## src/rtl/product_bcd_disp_if.sv

```systemverilog
// ---------------------------------------------------------------------------
// product_bcd_disp_if
//   Product handshake between the multiplier (source) and the BCD display
//   block (sink).
//
//   Handshake: a product transfers on a rising clock edge where
//   prod_valid && prod_ready are both high. prod is sampled only on that
//   edge. Once prod_valid is raised, the source holds prod stable until the
//   transfer edge. prod_valid seen while prod_ready is low is ignored.
//
//   Signals
//     prod_valid  source -> sink  prod carries a product this cycle
//     prod[7:0]   source -> sink  unsigned binary product, 0..255
//     prod_ready  sink -> source  sink can accept a product this cycle
// ---------------------------------------------------------------------------
interface product_bcd_disp_if;
  logic       prod_valid;
  logic [7:0] prod;
  logic       prod_ready;

  modport master (
    output prod_valid,
    output prod,
    input  prod_ready
  );

  modport slave (
    input  prod_valid,
    input  prod,
    output prod_ready
  );
endinterface

```

## src/rtl/product_bcd_disp.sv

```systemverilog
// ---------------------------------------------------------------------------
// product_bcd_disp
//   Takes an 8-bit binary product over a valid/ready handshake. It converts
//   the product to 3-digit BCD with a sequential double-dabble (one bit per
//   clock) and drives a time-multiplexed 3-digit common-anode 7-segment
//   display. The display keeps showing the last finished conversion while a
//   new conversion runs.
//
//   Handshake: accept on the edge where prod_valid && prod_ready. The block
//   then takes 10 clocks per product. prod_ready rises again after the edge
//   that follows the bcd_valid pulse.
//
//   Parameters
//     SCAN_W       width of the digit-scan counter; each digit is lit for
//                  2**SCAN_W clocks
//
//   Ports
//     clk          system clock, rising edge
//     rst_n        asynchronous active-low reset
//     prod_if      slave side of the product handshake
//                  (prod_valid, prod, prod_ready)
//     bcd          {hundreds,tens,ones} of the last completed conversion
//     bcd_valid    one-clock pulse when bcd has just updated
//     seg          segments {g,f,e,d,c,b,a}, active-low
//     an           digit enables, active-low; an[0]=ones, an[1]=tens,
//                  an[2]=hundreds
//     dbg_state_o  current conversion FSM state (0=IDLE, 1=SHIFT, 2=DONE)
// ---------------------------------------------------------------------------
module product_bcd_disp #(
  parameter int SCAN_W = 16
) (
  input  logic               clk,
  input  logic               rst_n,
  product_bcd_disp_if.slave  prod_if,
  output logic [11:0]        bcd,
  output logic               bcd_valid,
  output logic [6:0]         seg,
  output logic [2:0]         an,
  output logic [1:0]         dbg_state_o
);

  typedef enum logic [1:0] {
    S_IDLE  = 2'd0,
    S_SHIFT = 2'd1,
    S_DONE  = 2'd2
  } state_e;

  localparam logic [6:0] SEG_BLANK = 7'b1111111;

  // ---------------------------------------------------------------------
  // Conversion state
  // ---------------------------------------------------------------------
  state_e      state_q;
  logic        ready_q;
  logic [7:0]  shreg_q;
  logic [11:0] scratch_q;
  logic [2:0]  bitcnt_q;
  logic [11:0] bcd_q;
  logic        bcd_valid_q;

  logic [11:0] scratch_adj;
  logic [11:0] scratch_d;
  logic [7:0]  shreg_d;

  // Nibble correction: a digit of 5 or more would pass 9 after the shift
  // doubles it. Adding 3 first makes the carry land in the next digit.
  function automatic logic [3:0] dabble_adj(input logic [3:0] n);
    return (n >= 4'd5) ? (n + 4'd3) : n;
  endfunction

  always_comb begin
    scratch_adj = {dabble_adj(scratch_q[11:8]),
                   dabble_adj(scratch_q[7:4]),
                   dabble_adj(scratch_q[3:0])};
    // {scratch,shreg} shifts left as one 20-bit register
    scratch_d   = {scratch_adj[10:0], shreg_q[7]};
    shreg_d     = {shreg_q[6:0], 1'b0};
  end

  always_ff @(posedge clk or negedge rst_n) begin
    if (!rst_n) begin
      state_q     <= S_IDLE;
      ready_q     <= 1'b1;
      shreg_q     <= 8'd0;
      scratch_q   <= 12'd0;
      bitcnt_q    <= 3'd0;
      bcd_q       <= 12'h000;
      bcd_valid_q <= 1'b0;
    end else begin
      case (state_q)
        S_IDLE: begin
          if (prod_if.prod_valid && ready_q) begin
            shreg_q   <= prod_if.prod;
            scratch_q <= 12'd0;
            bitcnt_q  <= 3'd0;
            ready_q   <= 1'b0;
            state_q   <= S_SHIFT;
          end
        end
        S_SHIFT: begin
          scratch_q <= scratch_d;
          shreg_q   <= shreg_d;
          bitcnt_q  <= bitcnt_q + 3'd1;
          // bitcnt_q == 7 marks the 8th shift edge. The shifted scratch
          // is the finished BCD value.
          if (bitcnt_q == 3'd7) begin
            bcd_q       <= scratch_d;
            bcd_valid_q <= 1'b1;
            state_q     <= S_DONE;
          end
        end
        S_DONE: begin
          bcd_valid_q <= 1'b0;
          ready_q     <= 1'b1;
          state_q     <= S_IDLE;
        end
        default: begin
          bcd_valid_q <= 1'b0;
          ready_q     <= 1'b1;
          state_q     <= S_IDLE;
        end
      endcase
    end
  end

  assign prod_if.prod_ready = ready_q;
  assign bcd                = bcd_q;
  assign bcd_valid          = bcd_valid_q;
  assign dbg_state_o        = state_q;

  // ---------------------------------------------------------------------
  // Display scan
  // ---------------------------------------------------------------------
  logic [SCAN_W-1:0] scan_q;
  logic [1:0]        digit_q;
  logic [2:0]        an_q;
  logic [6:0]        seg_q;

  logic [1:0]        digit_d;
  logic [2:0]        an_d;
  logic [6:0]        seg_d;
  logic [3:0]        nib;
  logic              blank;

  function automatic logic [6:0] seg_decode(input logic [3:0] n);
    logic [6:0] s;
    case (n)
      4'd0:    s = 7'b1000000;
      4'd1:    s = 7'b1111001;
      4'd2:    s = 7'b0100100;
      4'd3:    s = 7'b0110000;
      4'd4:    s = 7'b0011001;
      4'd5:    s = 7'b0010010;
      4'd6:    s = 7'b0000010;
      4'd7:    s = 7'b1111000;
      4'd8:    s = 7'b0000000;
      4'd9:    s = 7'b0010000;
      default: s = SEG_BLANK;
    endcase
    return s;
  endfunction

  always_comb begin
    digit_d = digit_q;
    // The digit index advances on the edge where the scan counter wraps
    if (&scan_q) begin
      digit_d = (digit_q == 2'd2) ? 2'd0 : (digit_q + 2'd1);
    end

    nib   = 4'd0;
    blank = 1'b0;
    an_d  = 3'b110;
    case (digit_d)
      2'd0: begin
        nib  = bcd_q[3:0];
        an_d = 3'b110;
      end
      2'd1: begin
        nib   = bcd_q[7:4];
        an_d  = 3'b101;
        blank = (bcd_q[11:8] == 4'd0) && (bcd_q[7:4] == 4'd0);
      end
      2'd2: begin
        nib   = bcd_q[11:8];
        an_d  = 3'b011;
        blank = (bcd_q[11:8] == 4'd0);
      end
      default: begin
        nib   = 4'd0;
        an_d  = 3'b110;
        blank = 1'b1;
      end
    endcase

    seg_d = blank ? SEG_BLANK : seg_decode(nib);
  end

  // seg and an are built from the same next index, so they change together
  always_ff @(posedge clk or negedge rst_n) begin
    if (!rst_n) begin
      scan_q  <= '0;
      digit_q <= 2'd0;
      an_q    <= 3'b110;
      seg_q   <= 7'b1000000;
    end else begin
      scan_q  <= scan_q + {{(SCAN_W-1){1'b0}}, 1'b1};
      digit_q <= digit_d;
      an_q    <= an_d;
      seg_q   <= seg_d;
    end
  end

  assign an  = an_q;
  assign seg = seg_q;

endmodule

```

## src/flat_wrapper.sv

```systemverilog
// flat-port wrapper written by rule: the top's interface ports become plain ports
module product_bcd_disp_flat 
#(
  parameter int SCAN_W = 16
)
  (clk, rst_n, bcd, bcd_valid, seg, an, dbg_state_o, prod_if_prod_valid, prod_if_prod, prod_if_prod_ready);
  product_bcd_disp_if prod_if_i ();
  input  logic clk;
  input  logic rst_n;
  output logic [11:0] bcd;
  output logic bcd_valid;
  output logic [6:0] seg;
  output logic [2:0] an;
  output logic [1:0] dbg_state_o;
  input wire logic [$bits(prod_if_i.prod_valid)-1:0] prod_if_prod_valid;
  input wire logic [$bits(prod_if_i.prod)-1:0] prod_if_prod;
  output wire logic [$bits(prod_if_i.prod_ready)-1:0] prod_if_prod_ready;
  assign prod_if_i.prod_valid = prod_if_prod_valid;
  assign prod_if_i.prod = prod_if_prod;
  assign prod_if_prod_ready = prod_if_i.prod_ready;
  product_bcd_disp #(.SCAN_W(SCAN_W)) u_core (.clk(clk), .rst_n(rst_n), .prod_if(prod_if_i), .bcd(bcd), .bcd_valid(bcd_valid), .seg(seg), .an(an), .dbg_state_o(dbg_state_o));
endmodule
```

## config.mk

```make
export PLATFORM = sky130hd
export DESIGN_NAME = product_bcd_disp_flat
export DESIGN_NICKNAME = d
export VERILOG_FILES = /design/src/rtl/product_bcd_disp_if.sv /design/src/rtl/product_bcd_disp.sv /design/src/flat_wrapper.sv
export SDC_FILE = /design/constraint.sdc
export NUM_CORES = 1
export LEC_CHECK = 0
export ABC_CLOCK_PERIOD_IN_PS = 4480
export CAP_MARGIN = 40
export CELL_PAD_IN_SITES_DETAIL_PLACEMENT = 2
export CELL_PAD_IN_SITES_GLOBAL_PLACEMENT = 2
export CORE_ASPECT_RATIO = 1.2
export CORE_UTILIZATION = 41
export DETAILED_ROUTE_END_ITERATION = 8
export DONT_BUFFER_PORTS = 1
export PLACE_DENSITY_LB_ADDON = 0.1
export SETUP_SLACK_MARGIN = 0.1
export SLEW_MARGIN = 20
export SYNTH_ARGS = -nofsm -noshare
export SYNTH_HDL_FRONTEND = slang
export SYNTH_SLANG_ARGS = --single-unit
```

## constraint.sdc

```tcl
create_clock -name clk -period 4.48 [get_ports clk]
set_input_delay 1.344 -clock clk [delete_from_list [all_inputs] [get_ports clk]]
set_output_delay 1.344 -clock clk [all_outputs]
set_load 0.01 [all_outputs]
```

==> results.sh, run 1 <==
export IMPL_multi_input_area_um2=1433
export IMPL_post_drt_via_cell_ratio=5.483
export IMPL_period_needed_ps=3646
export IMPL_p_seq_frac=0.488
export IMPL_yosys_area_share_adder=0.07007
export IMPL_crit_start="u_core.scan_q[5]$_DFF_PN0_"
export IMPL_cts_tree="built"
export IMPL_postCtsSetupRepairBufs=0
export IMPL_min_path_type="reg2reg"
export IMPL_synth_nets=335
export IMPL_synth_compound_area_frac=0.1222
export IMPL_ys_flop_type="dfrtp_1"
export IMPL_cpPeakStageDelay_ps=600
export IMPL_stdcell_count=406
export IMPL_grt_max_degree=68
export IMPL_syn_inst=306
export IMPL_cts_htree_levels=3
export IMPL_grt_pass1_wl_um=13060
export IMPL_ys_top_cells_by_area="dfrtp_1 (49%), ha_1 (7.0%), o21ai_0 (5.8%)"
export IMPL_ant_nets=0
export IMPL_timing_fmax_mhz=274.3
export IMPL_ys_async_sr_fraction=1.000
export IMPL_synth_top_family_by_area="simple AND/OR/NAND/NOR gates"
export IMPL_antenna_found_initial=0
export IMPL_cap_violations=0
export IMPL_vias=2226
export IMPL_cpMostUsedCell="ha_1"
export IMPL_die_x_um=82.83
export IMPL_syn_area_per_cell_um2=10.50
export IMPL_drc=0
export IMPL_drive_gt1_frac=0.1146
export IMPL_setup_viol=0
export IMPL_tns_ps=0
export IMPL_drt_iter0_markers=65
export IMPL_synth_mux_area_frac=0.05489
export IMPL_cts_buffers=9
export IMPL_die_area_um2=8200
export IMPL_ys_types=36
export IMPL_whs_path_depth=1
export IMPL_final_util=0.4665
export IMPL_ys_seq_elements=67
export IMPL_track_usage=0.2001
export IMPL_core_area_um2=7620
export IMPL_place_congestion=0.7652
export IMPL_power_w=0.001240
export IMPL_worst_pin_slew_ps=952.8
export IMPL_port_buffers=0
export IMPL_clkLatencyLatePin_ps=340
export IMPL_ctsResizeCount=0
export IMPL_drv_slew=0
export IMPL_r2r_setup_slack_ps=830
export IMPL_regArea_um2=1682
export IMPL_areaGrowthSynthToFinish_pct=10.59
export IMPL_place_hpwl_um=5207
export IMPL_p_int_w=0.0009919
export IMPL_synth_warnings=0
export IMPL_die_h_um=99.00
export IMPL_p_sw_frac=0.2000
export IMPL_synth_xor_area_frac=0.04905
export IMPL_timing_final_crit_share=0.8139
export IMPL_cts_hold_buf=0
export IMPL_cp_arrival_ps=3870
export IMPL_slowest_stage="a222oi_1"
export IMPL_cts_sinks=67
export IMPL_crit_path_start_kind="register"
export IMPL_nNetsFinal=338
export IMPL_start_util=0.4218
export IMPL_drt_wl_total_um=7526
export IMPL_ir_drop_mv=0.1533
export IMPL_dp_cells=390
export IMPL_clkPwrFrac=0.511
export IMPL_yosys_area_top_type="dfrtp_1"
export IMPL_power_density_nw_per_um2=348.8
export IMPL_ys_seq_area_frac=0.5232
export IMPL_combPwrFrac=0.002
export IMPL_crit_path_end_kind="register"
export IMPL_clk_pin_slew_ps=90
export IMPL_dp_slack_ps=927.2
export IMPL_grt_overflow=0
export IMPL_first_pass_iters=4
export IMPL_cp_max_fo=6
export IMPL_required_ps=4700
export IMPL_skew_ps=13.85
export IMPL_synth_edf_count=0
export IMPL_reg2reg_depth=11
export IMPL_min_from="u_core.scan_q[0]$_DFF_PN0_"
export IMPL_clockBufferDepth=2
export IMPL_max_slew_margin_rel=0.3648
export IMPL_ios=37
export IMPL_rows=35
export IMPL_outcome="completed"
export IMPL_fin_ws_ps=833.8
export IMPL_num_antenna_cells=0
export IMPL_nFillCells=825
export IMPL_synth_top_area_frac=0.4905
export IMPL_wl_per_cell_um=18.54
export IMPL_leakage_nw=1.656
export IMPL_grt_pass1_vias=2546
export IMPL_synth_simple_area_share=0.1495
export IMPL_critical_path_class="reg2reg"
export IMPL_rsz0062_at_grt="false"
export IMPL_hold_viol_final=0
export IMPL_cts_root_buf="clkbuf_8"
export IMPL_syn_area_um2=3214
export IMPL_p_switching_w=0.0002481
export IMPL_r2r_start="u_core.scan_q[5]$_DFF_PN0_"
export IMPL_path_cells="and4_4, nand3_4, nor4_4, mux2_4, ha_1, a222oi_1, nor2_1, inv_1, ha_1, a21oi_1, or3b_1"
## placed cells by master (no fill, tap or decap), drive strengths merged, types with 2 or more instances in the layout
cell,n
a21o,2
a21oi,15
a222oi,4
a22o,3
buf,2
bufinv,3
clkbuf,10
clkinv,3
dfrtp,63
dfstp,4
ha,18
inv,16
mux2,7
mux2i,9
nand2,41
nand2b,5
nand3,8
nand4,5
nor2,9
nor2b,2
nor3,6
nor3b,7
nor4,2
o21ai,42
or2,3
xnor2,12
xor2,6
## flip-flops by register name, indices dropped and copies added, names as in the netlist
name	cells
u_core.digit_q	2
u_core.bcd_valid	1
u_core.dbg_state_o	2
u_core.shreg_q	8
u_core.prod_if.prod_ready	1
u_core.scratch_q	12
u_core.scan_q	16
u_core.bitcnt_q	3
u_core.bcd	12
u_core.an	3
u_core.seg	7
## power by group through the flow
| stage | combinational, W | sequential, W | clock [W] |
|---|---|---|---|
| floorplan | 0.00000185 | 0.000616 | 0 |
| detailed placement | 0.00000220 | 0.000616 | 0 |
| global placement | 0.00000209 | 0.000616 | 0 |
| global route | 0.00000254 | 0.000604 | 0.000669 |
| CTS | 0.00000220 | 0.000604 | 0.000647 |
| finish | 0.00000210 | 0.000605 | 0.000633 |
## critical path: cells and delay by family (launching register included)
family | cells | cell delay, ps
DFF | 1 | 450
and+or+nand+nor | 5 | 1450
muxes | 1 | 360
adders and majority gates | 2 | 450
AOI/OAI and AO/OA | 2 | 670
buffers and inverters | 1 | 160
## final timing paths
check                                                         to
setup / recovery                         u_core.seg[4]$_DFF_PN0_
hold / removal                        u_core.scan_q[0]$_DFF_PN0_
setup reg to reg                         u_core.seg[4]$_DFF_PN0_
hold reg to reg                       u_core.scan_q[0]$_DFF_PN0_
max in group asynchronous  u_core.prod_if.prod_ready$_DFFE_PN1P_
min in group asynchronous                u_core.seg[1]$_DFF_PN0_
## cells in the mapped netlist (6+ instances only)
| master | count |
|---|---|
| nand2_1 | 41 |
| dfrtp_1 | 63 |
| ha_1 | 18 |
| xor2_1 | 6 |
| nor2_1 | 9 |
| mux2i_1 | 9 |
| inv_1 | 16 |
| o21ai_0 | 37 |
| nor3b_1 | 7 |
| nor3_1 | 6 |
| a21oi_1 | 15 |
| xnor2_1 | 12 |
| nand3_1 | 7 |
| clkbuf_1 | 8 |
## cell families after synthesis
family,count (synthesis)
adder cells (fa/ha/maj),18
flip-flops,67
AND/OR/NAND/NOR,92
XOR/XNOR,18
AO/OA/AOI/OAI,69
multiplexers,16
buffers and inverters,26
## cell type report
cell class,instances,area share
clock buffers,10,0.03872
clock inverters,6,0.03168
inverters,16,0.01690
multi-input cells,213,0.4030
flip-flops and latches,67,0.4731
well taps,92,0.03238
repair buffers,2,0.004224
## metrics by stage
step           hold slack, ps  cell area [µm²]
3_5_place_dp            467.5             3304
4_1_cts                 479.9             3555
2_1_floorplan           436.6             3214
5_1_grt                 502.2             3555
6_report                473.8             3555
3_3_place_gp            451.5             3304
## per-layer routing
| metal | global-route usage | share of wire | vias up |
|---|---|---|---|
| met1 | 0.2466 | 0.44 | 1123 |
| met3 | 0.03434 | 0.024 | 10 |
| met2 | 0.3506 | 0.52 | 32 |
| met5 | 0 | 0 | - |
| li1 | - | - | 1061 |
| met4 | 0.07560 | 0.015 | 0 |
Note: power is estimated with default switching activity, not from simulation.
==> run 2: changes to the inputs <==
ABC_CLOCK_PERIOD_IN_PS = 3800   (was 4480)
clock period = 3.8 ns   (was 4.48 ns; I/O delays follow)
==> results.sh, run 2 (synthesized netlist as in run 1, its figures left out) <==
export IMPL_hold_viol_final=0
export IMPL_stdcell_count=408
export IMPL_grt_overflow=0
export IMPL_outcome="completed"
export IMPL_power_density_nw_per_um2=407.6
export IMPL_cts_root_buf="clkbuf_8"
export IMPL_die_x_um=82.83
export IMPL_setup_viol=0
export IMPL_cp_arrival_ps=3700
export IMPL_rows=35
export IMPL_ir_drop_mv=0.2295
export IMPL_path_cells="and4_4, nand3_4, nor4_4, mux2_4, ha_1, a222oi_1, nor2_1, inv_1, ha_1, a21oi_1, or3b_1"
export IMPL_drc=0
export IMPL_top_register="u_core.scan_q"
export IMPL_post_drt_via_cell_ratio=5.549
export IMPL_grt_pass1_vias=2516
export IMPL_critical_path_class="reg2reg"
export IMPL_final_cell_mix="dfrtp_1 (63), nand2_1 (41), o21ai_0 (37)"
export IMPL_start_util=0.4218
export IMPL_cpMostUsedCell="ha_1"
export IMPL_place_hpwl_um=5326
export IMPL_drt_iter0_markers=47
export IMPL_first_pass_iters=4
export IMPL_slowest_stage="a222oi_1"
export IMPL_cts_sinks=67
export IMPL_ant_nets=0
export IMPL_fin_ws_ps=334.9
export IMPL_crit_path_end_kind="register"
export IMPL_timing_final_crit_share=0.9119
export IMPL_nFillCells=811
export IMPL_regArea_um2=1682
export IMPL_period_needed_ps=3465
export IMPL_grt_max_degree=68
export IMPL_dp_cells=391
export IMPL_nNetsFinal=340
export IMPL_wl_per_cell_um=18.22
export IMPL_grt_pass1_wl_um=12920
export IMPL_dpl_cell_area_um2=3312
export IMPL_track_usage=0.2019
export IMPL_cts_hold_buf=0
export IMPL_final_common_cell="dfrtp_1"
export IMPL_leakage_nw=1.652
export IMPL_crit_path_start_kind="register"
export IMPL_place_congestion=0.7250
export IMPL_cts_tree="built"
export IMPL_clockBufferDepth=2
export IMPL_die_area_um2=8200
export IMPL_holdWs_ps=477.1
export IMPL_drv_slew=0
export IMPL_ios=37
export IMPL_max_slew_margin_rel=0.4994
export IMPL_dp_slack_ps=300.2
export IMPL_clkLatencyLatePin_ps=350
export IMPL_min_path_type="in2async"
export IMPL_num_antenna_cells=0
export IMPL_multi_input_area_um2=1433
export IMPL_rsz0062_at_grt="false"
export IMPL_cpPeakStageDelay_ps=530
export IMPL_skew_ps=14.23
export IMPL_drt_wl_total_um=7433
export IMPL_largest_reg_flops=16
export IMPL_cap_violations=0
export IMPL_clk_pin_slew_ps=80
export IMPL_die_h_um=99.00
export IMPL_cts_htree_levels=3
export IMPL_cts_buffers=9
export IMPL_port_buffers=0
export IMPL_vias=2264
export IMPL_core_area_um2=7620
export IMPL_timing_fmax_mhz=288.6
export IMPL_worst_pin_slew_ps=749.1
export IMPL_cp_max_fo=6
export IMPL_antenna_found_initial=0
export IMPL_tns_ps=0
export IMPL_fin_area_um2=3570
export IMPL_areaGrowthSynthToFinish_pct=11.05
export IMPL_required_ps=4040
export IMPL_drive_gt1_frac=0.1203
[run 2: cell type report]
class | count | share of cell area
clock inverters | 6 | 0.03155
multi-input cells | 213 | 0.4013
clock buffers | 10 | 0.03856
repair buffers | 4 | 0.008412
inverters | 16 | 0.01682
well taps | 92 | 0.03225
flip-flops and latches | 67 | 0.4711
[run 2: through the flow]
step / power, W / util
3_3_place_gp: 0.0007291 / 0.4346
6_report: 0.001455 / 0.4685
3_5_place_dp: 0.0007293 / 0.4346
4_1_cts: 0.001476 / 0.4675
5_1_grt: 0.001500 / 0.4685
2_1_floorplan: 0.0007289 / -
[run 2: worst max-delay path, delay by kind of cell (launching register included)]
family	cells	cell delay (ps)
simple gates	5	1360
compound gates	2	590
flops	1	460
fa+ha+maj	2	450
mux	1	360
buf+inv	1	140
[run 2: final timing paths]
check	slack, ps	depth (start not counted)	endpoint	startpoint
worst min-delay path	480	0	u_core.seg[4]$_DFF_PN0_	rst_n
worst max register to register	330	11	u_core.seg[4]$_DFF_PN0_	u_core.scan_q[5]$_DFF_PN0_
worst max-delay path	330	11	u_core.seg[4]$_DFF_PN0_	u_core.scan_q[5]$_DFF_PN0_
min in group clk	480	1	u_core.scan_q[0]$_DFF_PN0_	u_core.scan_q[0]$_DFF_PN0_
max in group asynchronous	3140	0	u_core.prod_if.prod_ready$_DFFE_PN1P_	rst_n
worst min register to register	480	1	u_core.scan_q[0]$_DFF_PN0_	u_core.scan_q[0]$_DFF_PN0_
[run 2: power breakdown]
group            total, W  switching, W  internal, W
clock            0.000740      0.000286     0.000454
sequential       0.000713             0     0.000713
combinational  0.00000257    0.00000103   0.00000154
[run 2: repair_timing]
action	4_1_cts	5_1_grt
resized for setup	0	0
setup endpoints to repair	0	1
buffers inserted	0	1
[run 2: layer usage]
metal	global-route usage	routed length, µm
met4	0.08886	153
met1	0.2378	3204
met5	0	0
met2	0.3562	3888
met3	0.04104	186
==> run 3: changes to the inputs <==
--- a/config.mk
+++ b/config.mk
@@ -14,4 +14,5 @@
 export DETAILED_ROUTE_END_ITERATION = 8
 export DONT_BUFFER_PORTS = 1
+export MAX_ROUTING_LAYER = met4
 export PLACE_DENSITY_LB_ADDON = 0.1
 export SETUP_SLACK_MARGIN = 0.1
==> constraint.sdc (replaced) <==
create_clock -name clk -period 3.8 [get_ports clk]
set_input_delay 1.14 -clock clk [delete_from_list [all_inputs] [get_ports clk]]
set_output_delay 1.14 -clock clk [all_outputs]
set_load 0.05 [all_outputs]
==> results.sh, run 3 (synthesized netlist as in run 1, its figures left out) <==
export IMPL_clkLatencyLatePin_ps=340
export IMPL_clk_pin_slew_ps=70
export IMPL_ios=37
export IMPL_busiest_layer="met2"
export IMPL_place_congestion=0.7335
export IMPL_cp_max_fo=6
export IMPL_largest_reg_flops=16
export IMPL_period_needed_ps=3491
export IMPL_critical_path_class="reg2reg"
export IMPL_grt_pass1_vias=2483
export IMPL_timing_final_crit_share=0.9187
export IMPL_min_path_type="reg2reg"
export IMPL_r2r_start="u_core.scan_q[5]$_DFF_PN0_"
export IMPL_ir_drop_mv=0.2524
export IMPL_track_usage=0.2019
export IMPL_p_int_w=0.001009
export IMPL_tns_ps=0
export IMPL_antenna_found_initial=0
export IMPL_path_cells="and4_4, nand3_4, nor4_4, mux2_4, ha_1, a222oi_1, nor2_1, inv_1, ha_1, a21oi_1, or3b_1"
export IMPL_skew_ps=7.145
export IMPL_die_area_um2=8200
export IMPL_gr_usage_met2=0.3405
export IMPL_outcome="completed"
export IMPL_setup_viol=0
export IMPL_use_met1=0.2379
export IMPL_die_x_um=82.83
export IMPL_grt_overflow=0
export IMPL_p_switching_w=0.0002752
export IMPL_clockBufferDepth=2
export IMPL_cp_arrival_ps=3710
export IMPL_hold_viol_final=0
export IMPL_top_register="u_core.scan_q"
export IMPL_place_hpwl_um=5224
export IMPL_min_to="u_core.scan_q[0]$_DFF_PN0_"
export IMPL_cts_buffers=9
export IMPL_drv_slew=0
export IMPL_drc=0
export IMPL_min_from="u_core.scan_q[0]$_DFF_PN0_"
export IMPL_wl_per_cell_um=17.77
export IMPL_required_ps=4020
export IMPL_p_seq_frac=0.555
export IMPL_critPathBufInv=1
export IMPL_core_area_um2=7620
export IMPL_die_h_um=99.00
export IMPL_cts_root_buf="clkbuf_8"
export IMPL_cpMostUsedCell="ha_1"
export IMPL_ant_nets=0
export IMPL_whs_path_depth=1
export IMPL_grt_max_degree=68
export IMPL_timing_fmax_mhz=286.4
export IMPL_vias=2262
export IMPL_nNetsFinal=340
export IMPL_grt_pass1_wl_um=12630
export IMPL_rsz0062_at_grt="false"
export IMPL_r2r_setup_slack_ps=310
export IMPL_drt_iter0_markers=72
export IMPL_regArea_um2=1682
export IMPL_crit_path_start_kind="register"
export IMPL_final_common_cell="dfrtp_1"
export IMPL_p_sw_frac=0.2143
export IMPL_cts_tree="built"
export IMPL_stdcell_count=407
export IMPL_grt_use_met3=0.03518
export IMPL_drt_wl_total_um=7234
export IMPL_slowest_stage="a222oi_1"
export IMPL_first_pass_iters=4
export IMPL_num_antenna_cells=0
export IMPL_max_slew_margin_rel=0.5011
export IMPL_clkPwrFrac=0.443
export IMPL_cts_htree_levels=3
export IMPL_reg2reg_depth=11
export IMPL_power_density_nw_per_um2=366.9
export IMPL_cpPeakStageDelay_ps=550
export IMPL_r2r_end="u_core.seg[4]$_DFF_PN0_"
export IMPL_final_cell_mix="dfrtp_1 (63), nand2_1 (41), o21ai_0 (37)"
export IMPL_crit_path_end_kind="register"
export IMPL_drive_gt1_frac=0.1175
export IMPL_cap_violations=0
export IMPL_port_buffers=0
export IMPL_cp_top_family="simple AND/OR/NAND/NOR gates"
export IMPL_final_util=0.4594
export IMPL_areaGrowthSynthToFinish_pct=8.914
export IMPL_dp_cells=391
export IMPL_start_util=0.4218
export IMPL_leakage_nw=1.632
export IMPL_cts_sinks=67
export IMPL_rows=35
export IMPL_nFillCells=816
export IMPL_post_drt_via_cell_ratio=5.558
export IMPL_worst_pin_slew_ps=746.5
export IMPL_combPwrFrac=0.002
export IMPL_multi_input_area_um2=1433
[run 3: cell count changes in the layout (fill, tap and decap cells not counted), sizes merged]
cell,before,now
clkinv,0,4
clkbuf,10,9
bufinv,3,1
clkinvlp,3,1
[run 3: worst max path at each step]
stage                                          start                 endpoint  depth (start not counted)
final                     u_core.scan_q[5]$_DFF_PN0_  u_core.seg[4]$_DFF_PN0_                         11
after CTS                 u_core.scan_q[5]$_DFF_PN0_  u_core.seg[4]$_DFF_PN0_                         11
after detailed placement  u_core.scan_q[5]$_DFF_PN0_  u_core.seg[4]$_DFF_PN0_                         11
after global placement    u_core.scan_q[5]$_DFF_PN0_  u_core.seg[4]$_DFF_PN0_                         11
after global routing      u_core.scan_q[5]$_DFF_PN0_  u_core.seg[4]$_DFF_PN0_                         11
after floorplan           u_core.scan_q[5]$_DFF_PN0_  u_core.seg[4]$_DFF_PN0_                         11
[run 3: layout make-up]
| class | instances | area share |
|---|---|---|
| clock buffers | 9 | 0.03538 |
| flip-flops and latches | 67 | 0.4803 |
| repair buffers | 4 | 0.008578 |
| inverters | 16 | 0.01716 |
| well taps | 92 | 0.03288 |
| multi-input cells | 213 | 0.4092 |
| clock inverters | 6 | 0.01644 |
[run 3: layer usage]
metal | part of all wire | vias up
met5 | 0 | -
met4 | 0.019 | 0
met3 | 0.025 | 10
met2 | 0.52 | 37
met1 | 0.44 | 1152
li1 | - | 1063
[run 3: worst reg2reg max path, stage by stage, from the launching register on]
cell and delay, ps:
dfrtp_1 450, and4_4 280, nand3_4 100, nor4_4 440, mux2_4 360, ha_1 270
a222oi_1 550, nor2_1 190, inv_1 150, ha_1 170, a21oi_1 60, or3b_1 370
[run 3: power groups by stage]
stage               combinational [W]  sequential [W]  clock (W)
floorplan                  0.00000218        0.000727          0
global placement           0.00000245        0.000727          0
finish                     0.00000258        0.000713   0.000569
CTS                        0.00000268        0.000713   0.000588
global route               0.00000301        0.000713   0.000610
detailed placement         0.00000268        0.000727          0
[run 3: repair_timing]
action / in CTS / in global routing
hold buffers: 0 / 0
setup endpoints to repair: 0 / 1
gates resized for setup: 0 / 0
setup buffers: 0 / 1
[run 3: metrics by stage]
step | total power, W | hold slack (ps) | instance area, µm² | setup WS, ps
after floorplan | 0.0007289 | 436.6 | 3214 | 649.0
after global placement | 0.0007291 | 452.0 | 3312 | 485.3
after detailed placement | 0.0007293 | 467.5 | 3312 | 300.7
after CTS | 0.001304 | 464.7 | 3493 | 249.0
after global routing | 0.001326 | 462.4 | 3501 | 119.1
final | 0.001284 | 474.7 | 3501 | 308.8
